### config.mk
export PLATFORM = sky130hd
export DESIGN_NAME = ps2_arrow_decoder
export DESIGN_NICKNAME = d
export VERILOG_FILES = /design/src/rtl/ps2_arrow_decoder.sv
export SDC_FILE = /design/constraint.sdc
export NUM_CORES = 1
export LEC_CHECK = 0
export CAP_MARGIN = 20
export CORE_ASPECT_RATIO = 1.75
export CORE_MARGIN = 3
export CORE_UTILIZATION = 55
export CTS_CLUSTER_SIZE = 10
export DETAILED_ROUTE_END_ITERATION = 6
export PLACE_DENSITY = 0.75
export RECOVER_POWER = 25
export SLEW_MARGIN = 15
export SYNTH_ARGS = -nofsm -noshare
export SYNTH_HDL_FRONTEND = slang
export SYNTH_SLANG_ARGS = --single-unit
### constraint.sdc
create_clock -name clock -period 2.05 [get_ports clock]
set_input_delay 0.41 -clock clock [delete_from_list [all_inputs] [get_ports clock]]
set_output_delay 0.41 -clock clock [all_outputs]
set_load 0.01 [all_outputs]
### src/rtl/ps2_arrow_decoder.sv
// PS/2 extended arrow-key decoder: E0/F0 prefix parser, held levels, move pulses.
// Define KEY_REPEAT_EN to add per-direction auto-repeat of move_pulse.
module ps2_arrow_decoder #(
    parameter int TIMEOUT_CYCLES = 500000
`ifdef KEY_REPEAT_EN
    ,
    parameter int REPEAT_CYCLES = 12500000
`endif
) (
    input  logic       clock,
    input  logic       reset,
    input  logic [7:0] ps2_key_data,
    input  logic       ps2_key_pressed,
    output logic       left,
    output logic       right,
    output logic       up,
    output logic       down,
    output logic [3:0] move_pulse,
    output logic [7:0] key_code,
    output logic       seq_error
);

    localparam logic [1:0] S_IDLE    = 2'd0;
    localparam logic [1:0] S_EXT     = 2'd1;
    localparam logic [1:0] S_BRK     = 2'd2;
    localparam logic [1:0] S_EXT_BRK = 2'd3;

    localparam int TW = (TIMEOUT_CYCLES > 1) ? $clog2(TIMEOUT_CYCLES) : 1;
    localparam logic [TW-1:0] T_LAST = TW'(TIMEOUT_CYCLES - 1);

    logic [1:0]    state_q, state_d;
    logic [TW-1:0] timer_q, timer_d;
    logic          err_q, err_d;
    logic [3:0]    raw_q, raw_d;
    logic [3:0]    res_q, res_d;
    logic [3:0]    pulse_q, pulse_d;
    logic [7:0]    code_q, code_d;
    logic          last_h_q, last_h_d;
    logic          last_v_q, last_v_d;
    logic [3:0]    arrow;
    logic [3:0]    make_ev;
    logic [3:0]    brk_ev;
    logic [3:0]    fresh;
    logic          is_pfx;

    // Map the current byte to a one-hot arrow {down,up,right,left}
    always_comb begin
        arrow = 4'b0000;
        unique case (ps2_key_data)
            8'h6B:   arrow = 4'b0001;
            8'h74:   arrow = 4'b0010;
            8'h75:   arrow = 4'b0100;
            8'h72:   arrow = 4'b1000;
            default: arrow = 4'b0000;
        endcase
    end

    assign is_pfx = (ps2_key_data == 8'hE0) || (ps2_key_data == 8'hF0);

    // Prefix parser and timeout; a strobe always beats an expiring timer
    always_comb begin
        state_d = state_q;
        timer_d = timer_q;
        err_d   = 1'b0;
        make_ev = 4'b0000;
        brk_ev  = 4'b0000;
        if (ps2_key_pressed) begin
            timer_d = '0;
            unique case (state_q)
                S_IDLE: begin
                    if (ps2_key_data == 8'hE0)
                        state_d = S_EXT;
                    else if (ps2_key_data == 8'hF0)
                        state_d = S_BRK;
                end
                S_EXT: begin
                    if (ps2_key_data == 8'hF0) begin
                        state_d = S_EXT_BRK;
                    end else begin
                        make_ev = arrow;
                        state_d = S_IDLE;
                    end
                end
                S_BRK: state_d = S_IDLE;
                S_EXT_BRK: begin
                    // a prefix where a key code belongs means a corrupted stream
                    brk_ev  = arrow;
                    err_d   = is_pfx;
                    state_d = S_IDLE;
                end
                default: state_d = S_IDLE;
            endcase
        end else if (state_q != S_IDLE) begin
            if (timer_q == T_LAST) begin
                timer_d = '0;
                state_d = S_IDLE;
                err_d   = 1'b1;
            end else begin
                timer_d = timer_q + 1'b1;
            end
        end
    end

    // Raw key state, per-axis last-pressed priority and resolved outputs
    always_comb begin
        raw_d    = (raw_q | make_ev) & ~brk_ev;
        last_h_d = last_h_q;
        last_v_d = last_v_q;
        if (make_ev[1])
            last_h_d = 1'b1;
        else if (make_ev[0])
            last_h_d = 1'b0;
        if (make_ev[3])
            last_v_d = 1'b1;
        else if (make_ev[2])
            last_v_d = 1'b0;
        res_d[0] = raw_d[0] & ~(raw_d[1] & last_h_d);
        res_d[1] = raw_d[1] & ~(raw_d[0] & ~last_h_d);
        res_d[2] = raw_d[2] & ~(raw_d[3] & last_v_d);
        res_d[3] = raw_d[3] & ~(raw_d[2] & ~last_v_d);
        code_d   = code_q;
        if (|make_ev)
            code_d = ps2_key_data;
    end

    // Typematic makes of an already-held key do not pulse
    assign fresh = make_ev & ~raw_q;

`ifdef KEY_REPEAT_EN
    localparam int RW = (REPEAT_CYCLES > 1) ? $clog2(REPEAT_CYCLES) : 1;
    localparam logic [RW-1:0] R_LAST = RW'(REPEAT_CYCLES - 1);

    logic [RW-1:0] rpt_q [4];
    logic [RW-1:0] rpt_d [4];
    logic [3:0]    rpt_fire;

    // Repeat counters run from the initial pulse while the output stays high
    always_comb begin
        rpt_fire = 4'b0000;
        for (int k = 0; k < 4; k++) begin
            rpt_d[k] = rpt_q[k];
            if (!res_d[k] || !res_q[k]) begin
                rpt_d[k] = '0;
            end else if (rpt_q[k] == R_LAST) begin
                rpt_d[k]    = '0;
                rpt_fire[k] = 1'b1;
            end else begin
                rpt_d[k] = rpt_q[k] + 1'b1;
            end
        end
    end

    // Repeat counter registers
    always_ff @(posedge clock or posedge reset) begin
        if (reset) begin
            for (int k = 0; k < 4; k++)
                rpt_q[k] <= '0;
        end else begin
            for (int k = 0; k < 4; k++)
                rpt_q[k] <= rpt_d[k];
        end
    end

    assign pulse_d = fresh | rpt_fire;
`else
    assign pulse_d = fresh;
`endif

    // State, timer and output registers
    always_ff @(posedge clock or posedge reset) begin
        if (reset) begin
            state_q  <= S_IDLE;
            timer_q  <= '0;
            err_q    <= 1'b0;
            raw_q    <= 4'b0000;
            res_q    <= 4'b0000;
            pulse_q  <= 4'b0000;
            code_q   <= 8'h00;
            last_h_q <= 1'b0;
            last_v_q <= 1'b0;
        end else begin
            state_q  <= state_d;
            timer_q  <= timer_d;
            err_q    <= err_d;
            raw_q    <= raw_d;
            res_q    <= res_d;
            pulse_q  <= pulse_d;
            code_q   <= code_d;
            last_h_q <= last_h_d;
            last_v_q <= last_v_d;
        end
    end

    assign left       = res_q[0];
    assign right      = res_q[1];
    assign up         = res_q[2];
    assign down       = res_q[3];
    assign move_pulse = pulse_q;
    assign key_code   = code_q;
    assign seq_error  = err_q;

endmodule
======== Word level (Yosys, flattened, before mapping) ========
Cells that the tools add are included.
word-level totals
  flip-flop bits (word level) ............. 44
  bits of input ports ..................... 11
  output and inout bits ................... 17
  logic and storage cells ................. 72
operators by class
  add/subtract/negate cells ............... 1
  eq/ne operators ......................... 11
  muxes and demuxes ....................... 24
  bitwise operators ....................... 19
  reduce and logical (&&, ||, !) cells .... 8
operators by type and width
  cell                     count
  $mux W19                 3
  $eq A8 B7 Y1 const B     4
  $mux W4                  5
  $add A19 B1 Y19 const B  1
  $eq A19 B19 Y1 const B   1
  $eq A8 B8 Y1 const B     2
  $pmux W4 S4              1
  $mux W2                  6
  $and A1 B1 Y1            8
  $and A4 B4 Y4            2
  $mux W1                  8
  $not A4 Y4               2
  $not A1 Y1               6
  $pmux W2 S3              1
  $reduce_bool A2 Y1       3
  $eq A2 B2 Y1 const B     2
  $ne A4 B4 Y1 const B     1
  $or A4 B4 Y4             1
  $reduce_or A4 Y1         1
  $reduce_and A3 Y1        1
  $eq A2 B1 Y1 const B     1
  $logic_not A2 Y1         1
  $reduce_or A2 Y1         1
  $logic_or A1 B1 Y1       1

======== Logic depth before layout (Yosys ltp) ========
Gate-level depths: netlist of run 1.
  word-level depth ........................ 11
  mapped depth ............................ 6
  mapped depth without buffers ............ 5

======== Worst setup path after synthesis of run 1 ========
No wires, ideal clock.
  kind .................................... reg2reg
  from .................................... register timer_q[0]
  to ...................................... register timer_q[12]
  setup time .............................. 0.087 ns
  arrival time ............................ 1.662 ns
  data required time ...................... 1.963 ns
  path slack .............................. 0.301 ns
  cell stages (with the launch flop) ...... 6
  path buffers ............................ 0
  clock period less this slack ............ 1.749 ns
  cells stage by stage .................... dfrtp_1 ha_1 nand2_1 or4_4 or4_1 o211ai_1
between the ends
  longest elaborated chain between the ends .. 4
  elaborated cells on any way between the ends .. 5
  classes of those cells .................. add/sub: 1; eq/ne: 1; mux: 3
RTL lines
  item                                                      RTL line  source
  start: declaration                                        32        logic [TW-1:0] timer_q, timer_d;
  start signal: assignment                                  183       timer_q <= timer_d;
  $add A19 B1 Y19 / $eq A19 B19 Y1 (equally long branches)  99, 94
  $mux W19 (*)                                              94        if (timer_q == T_LAST) begin
  $mux W19 (*)                                              93        end else if (state_q != S_IDLE) begin
  $mux W19 (*)                                              67        if (ps2_key_pressed) begin
Every way passes the cells marked *; elsewhere a longest branch is shown, timed or not. The select of a mux whose other input is x is not followed.
A chain may end at the register's enable or synchronous reset.

======== Final worst setup path of run 1 ========
Ends and elaborated chain as after synthesis.

==> out/results.ini, run 1 <==
[floorplan]
fp.dieH_um = 92.1
fp.dieW_um = 55.2
rows = 30
die_area_mm2 = 0.00508
core_region_area_mm2 = 0.00398
ioPinCount = 28
initial_utilization = 0.586

[drt]
vias = 2125
antenna_left = 0
top_layer_used = met4
routed_wl_mm = 5.61
wl_met3_um = 177
drc = 0
first_iter_violations = 80
wire_per_inst_um = 16.2
wl_met1_mm = 1.89
wl_met2_mm = 3.36
first_pass_iters = 4
vias_per_cell = 6.14

[clock_network]
cts_tree = yes
root_buffer = clkbuf_8
hold_buffers = 0
clk_pin_slew_worst_paths_ns = 0.08
cts_buffers = 5
clock_path_buffers = 2
post-cts-setup-buffers = 0
cts_num_sinks = 44
clk_latency_ns = 0.29
cts.htree.levels = 2
cts.repair.resized = 0

[sta]
setup_violations = 0
period_minus_slack_ns = 1.93
period_share = 0.939
tightest_slew_ns = 1.09
hold_viol_final = 0
slew_violations = 0
fmax_mhz = 519
slew_headroom = 0.276
rsz0062_at_grt = false
skew_ns = 0.00934

[placed_design]
io_buffers = 27
place_area_mm2 = 0.00290
place_congestion = 0.898
dpl.hpwl_mm = 4.31
placed_cells_incl_taps = 339

[synth]
ys.flop_type = dfrtp_1
synth_cell_types = 60
ys_seq_elements = 44
syn_inst = 239
yosysTopAreaCell = dfrtp_1
synth_edf_count = 0
synth_area_leaders = dfrtp_1, o21ai_0, or3_1, a21oi_1, nand3_1
synth_area_per_cell_um2 = 9.75
async_reset_ff_frac = 1.00
synth_nets = 251
synth_top_area_share = 0.473
ys_seq_area_frac = 0.473
synth_warnings = 0
syn_area_mm2 = 0.00233

[power_and_ir_drop]
peakVddDrop_mv = 0.599
power_w = 0.00153
comb_power_share = 0.088
power_frac_clock = 0.330
p_seq_frac = 0.581
power.density_mw_per_mm2 = 513
swShare = 0.236
switching_power_w = 0.000360
p_leak_nw = 1.27
internal_power_w = 0.00117

[global_routing]
grt_start_max_net_pins = 45
grt-ovfl-total = 0
grt_use_total = 0.233
grt_pass1_wl_mm = 9.42
grt_pass1_vias = 2266
antenna_found_initial = 0

[finish]
fillers = 308
antenna_cells = 0
fin_nets = 310
final_util = 0.748
drive_gt1_frac = 0.195
final_common_cell = dfrtp_1
mostFrequentLayoutCells = dfrtp_1, buf_4, clkdlybuf4s50_1
stdcell_area_mm2 = 0.00298
syn_to_final_growth_pct = 27.7
final_cells = 346

[worst_hold_path]
min_from = raw_q[0]$_DFF_PP0_
hold_class = flip-flop to flip-flop

[critical_path]
cp-start-kind = flip-flop
required_ns = 2.27
crit_path_end_kind = flip-flop
worstSetupStartpoint = timer_q[0]$_DFFE_PP0P_
path_max_fanout = 6
arrival_ns = 2.14
crit_type = flip-flop to flip-flop
r2r_start = timer_q[0]$_DFFE_PP0P_

[run_status]
status = finished, final reports clean

[job]
maxCapViolCount = 0

[synthesized netlist by cell type (2+ instances only)]
| library cell | n |
|---|---|
| a21oi_1 | 14 |
| or4_1 | 6 |
| nor2b_1 | 2 |
| mux2_2 | 4 |
| buf_2 | 3 |
| nor3b_1 | 2 |
| o211ai_1 | 4 |
| o21ai_0 | 18 |
| nand2b_1 | 3 |
| nor3_1 | 8 |
| o21a_1 | 3 |
| and3b_1 | 3 |
| inv_1 | 11 |
| nand2_1 | 14 |
| or3_1 | 12 |
| dfrtp_1 | 44 |
| clkbuf_1 | 3 |
| nor4_1 | 3 |
| nand4_1 | 4 |
| nand3_1 | 14 |
| nand3b_1 | 2 |
| nor2_1 | 15 |
| and3_1 | 3 |
| a21boi_0 | 3 |
| or3_2 | 2 |
| xnor2_1 | 5 |
[layer usage]
metal,up-vias,track usage
met4,0,0.128
met5,-,0
li1,999,-
met2,60,0.473
met1,1049,0.205
met3,17,0.0352
[flip-flops by register name, summed over array words and instances, names as in the netlist]
signal,flops
last_v_q,1
seq_error,1
raw_q,4
move_pulse,4
last_h_q,1
res_q,4
timer_q,19
state_q,2
key_code,8
[final cells by class]
class | count | area [um^2] | share of cell area
Multi-Input combinational cell | 175 | 1150 | 0.386
Sequential cell | 44 | 1100 | 0.370
Timing Repair Buffer | 61 | 546 | 0.183
Clock buffer | 6 | 72.6 | 0.0244
Tap cell | 48 | 60.1 | 0.0202
Inverter | 11 | 41.3 | 0.0139
Clock inverter | 1 | 5.00 | 0.00168
[power groups by stage]
stage                     Clock, W  Sequential, W  Combinational, W
after detailed placement         0       0.000904          0.000140
after global routing      0.000556       0.000889          0.000147
final                     0.000504       0.000888          0.000135
after global placement           0       0.000903          0.000139
after floorplan                  0       0.000901         0.0000666
after CTS                 0.000514       0.000887          0.000141
[path summary, 6_finish.rpt]
kind / endpoint / slack, ns / depth (start not counted)
worst max-delay path: timer_q[12]$_DFFE_PP0P_ / 0.12 / 5
worst min-delay path: move_pulse[0]$_DFF_PP0_ / 0.46 / 1
worst max register to register: timer_q[12]$_DFFE_PP0P_ / 0.12 / 5
worst min register to register: move_pulse[0]$_DFF_PP0_ / 0.46 / 1
max in group asynchronous: timer_q[8]$_DFFE_PP0P_ / 0.49 / 3
min in group asynchronous: timer_q[18]$_DFFE_PP0P_ / 0.90 / 3
[through the flow]
| stage | hold slack (ns) | TNS, ns | worst slack, ns |
|---|---|---|---|
| 2_1_floorplan | 0.421 | 0 | 0.301 |
| 3_3_place_gp | 0.434 | -2.67 | -0.166 |
| 3_5_place_dp | 0.451 | -3.11 | -0.200 |
| 4_1_cts | 0.462 | 0 | 0.0936 |
| 5_1_grt | 0.481 | 0 | 0.0135 |
| 6_report | 0.460 | 0 | 0.124 |
[worst max-delay path, stage by stage, from the launching register on]
cell and delay (ns):
dfrtp_1 0.40, ha_1 0.26, nand2_1 0.10, or4_4 0.58, or4_1 0.41, o211ai_1 0.10
[cell families after synthesis]
logic type	after synthesis	synth area share
adders and majority gates	1	0.00537
and+or+nand+nor	105	0.266
xor gates and xnor gates	5	0.0188
AOI/OAI and AO/OA	59	0.177
muxes	5	0.0236
DFF	44	0.473
buffers and inverters	20	0.0360
Note: power is estimated with default switching activity, not from simulation.
==> run 2, diff against run 1 <==
- SLEW_MARGIN: 15 -> default
==> results of run 2 <==
No change in the layout: final DEF, timing and power equal those of run 1.
==> run 3, diff against run 2 <==
- MAX_ROUTING_LAYER: default -> met4
==> run 3 against run 2 <==
Effect of this change:
- count of clock-buffer cells in the layout is the same
- non-clock buffer count is the same
- first-iteration DRC count shrank 33%
- worst setup slack lost 0.0014 ns
- clock skew grew 0.0012 ns
- wire length grew 0.29%
- flip-flop and latch count is the same
- critical path type unchanged
==> out/results.ini, run 3 (same netlist as run 1, synthesis figures left out) <==
[sta]
period_minus_slack_ns = 1.93  ; +0.00140 ns
tightest_slew_ns = 1.08  ; -0.00530 ns
rsz0062_at_grt = false
fmax_mhz = 519  ; about the same
slew_headroom = 0.280  ; +0.00353
slew_violations = 0  ; unchanged
hold_viol_final = 0  ; unchanged
fin_tns_setup_ns = 0  ; unchanged
period_share = 0.940  ; about the same
skew_ns = 0.0105  ; +0.00120 ns
setup_violations = 0  ; unchanged

[worst_hold_path]
hold_class = flip-flop to flip-flop
min_from = raw_q[2]$_DFF_PP0_
min_path_cells = 1  ; unchanged
whs_endpoint = move_pulse[2]$_DFF_PP0_

[finish]
largest_reg_flops = 19  ; unchanged
final_cells = 346  ; unchanged
mostFrequentLayoutCells = dfrtp_1, buf_4, clkdlybuf4s50_1
drive_gt1_frac = 0.195  ; unchanged
regMostFlops = timer_q
fillers = 308  ; unchanged
syn_to_final_growth_pct = 27.7  ; unchanged
antenna_cells = 0  ; unchanged
seqCellArea_mm2 = 0.00110  ; unchanged
fin_nets = 310  ; unchanged
final_common_cell = dfrtp_1
multi_input_area_mm2 = 0.00115  ; unchanged

[drt]
drc = 0  ; unchanged
vias_per_cell = 6.14  ; unchanged
antenna_left = 0  ; unchanged
first_iter_violations = 54  ; -33%
vias = 2125  ; unchanged
routed_wl_mm = 5.62  ; +0.29%
first_pass_iters = 4  ; unchanged
wire_per_inst_um = 16.2  ; +0.29%

[floorplan]
core_region_area_mm2 = 0.00398  ; unchanged
rows = 30  ; unchanged
initial_utilization = 0.586  ; unchanged
fp.dieH_um = 92.1  ; unchanged
die_area_mm2 = 0.00508  ; unchanged
fp.dieW_um = 55.2  ; unchanged
ioPinCount = 28  ; unchanged

[critical_path]
path_max_fanout = 6  ; unchanged
r2r_start = timer_q[0]$_DFFE_PP0P_
arrival_ns = 2.14  ; about the same
cp-start-kind = flip-flop
required_ns = 2.27  ; about the same
rr_endpoint = timer_q[12]$_DFFE_PP0P_
crit_path_end_kind = flip-flop
reg2reg_slack_ns = 0.12  ; about the same
r2r_cells = 5  ; unchanged
crit_type = flip-flop to flip-flop

[placed_design]
placed_cells_incl_taps = 339  ; unchanged
io_buffers = 27  ; unchanged
place_congestion = 0.914  ; +1.7%
dpl.hpwl_mm = 4.31  ; unchanged

[power_and_ir_drop]
swShare = 0.238  ; +0.00234
p_leak_nw = 1.27  ; unchanged
power_frac_clock = 0.333  ; +0.003
peakVddDrop_mv = 0.608  ; +1.5%
switching_power_w = 0.000365  ; +1.3%
comb_power_share = 0.088  ; about the same
power.density_mw_per_mm2 = 515  ; +0.31%
p_seq_frac = 0.580  ; about the same
internal_power_w = 0.00117  ; about the same

[global_routing]
antenna_found_initial = 0  ; unchanged
grt_start_max_net_pins = 45  ; unchanged
grt_use_total = 0.238  ; +0.00548
grt_pass1_wl_mm = 9.38  ; -0.44%
grt_pass1_vias = 2263  ; -0.13%
grt-ovfl-total = 0  ; unchanged

[clock_network]
cts.repair.resized = 0  ; unchanged
cts_tree = yes
cts_buffers = 5  ; unchanged
root_buffer = clkbuf_8
clk_pin_slew_worst_paths_ns = 0.08  ; about the same
hold_buffers = 0  ; unchanged
cts_num_sinks = 44  ; unchanged
clock_path_buffers = 2  ; unchanged
cts.htree.levels = 2  ; unchanged
post-cts-setup-buffers = 0  ; unchanged
clk_latency_ns = 0.29  ; about the same

[run_status]
status = finished, final reports clean

[job]
maxCapViolCount = 0  ; unchanged

run 3: cell counts in the layout (fill, tap and decap cells not counted):
Identical to the previous run, type by type.
run 3: layout make-up:
| class | count | share of cell area |
|---|---|---|
| multi-input combinational | 175 | 0.386 |
| sequential | 44 | 0.370 |
| timing repair buffer | 61 | 0.183 |
| clock buffer | 6 | 0.0244 |
| tap | 48 | 0.0202 |
| inverter | 11 | 0.0139 |
| clock inverter | 1 | 0.00168 |
run 3: routing by layer:
metal | vias up | routed length (um) | GRT usage
li1 | 1001 | - | -
met1 | 1051 | 1920 | 0.201
met2 | 56 | 3360 | 0.476
met3 | 17 | 168 | 0.0352
met4 | 0 | 174 | 0.124
met5 | - | 0 | -
run 3: worst max-delay path by stage:
| stage | start | to | depth (start not counted) |
|---|---|---|---|
| after floorplan | timer_q[0]$_DFFE_PP0P_ | timer_q[12]$_DFFE_PP0P_ | 5 |
| after global placement | ps2_key_data[0] | key_code[1]$_DFFE_PP0P_ | 5 |
| after detailed placement | ps2_key_data[0] | res_q[0]$_DFF_PP0_ | 6 |
| after CTS | ps2_key_data[0] | res_q[1]$_DFF_PP0_ | 6 |
| after global routing | timer_q[0]$_DFFE_PP0P_ | timer_q[14]$_DFFE_PP0P_ | 5 |
| final | timer_q[0]$_DFFE_PP0P_ | timer_q[12]$_DFFE_PP0P_ | 5 |
run 3: per-stage QoR:
step                      power, W  hold slack (ns)   util  setup slack, ns  cell area [um^2]
after floorplan           0.000967            0.421      -            0.301              2330
after global placement     0.00104            0.434  0.728           -0.166              2900
after detailed placement   0.00104            0.451  0.728           -0.200              2900
after CTS                  0.00154            0.462  0.748           0.0936              2980
after global routing       0.00159            0.478  0.748           0.0131              2980
final                      0.00153            0.461  0.748            0.123              2980
run 3: power groups by stage:
stage,combinational (W),clock [W],sequential [W]
final,0.000134,0.000510,0.000888
after global routing,0.000147,0.000558,0.000889
after CTS,0.000141,0.000514,0.000887
after detailed placement,0.000140,0,0.000904
after global placement,0.000139,0,0.000903
after floorplan,0.0000666,0,0.000901
run 3: critical path: stages, from the launching register on:
cell,delay (ns)
dfrtp_1,0.40
ha_1,0.26
nand2_1,0.10
or4_4,0.58
or4_1,0.41
o211ai_1,0.10
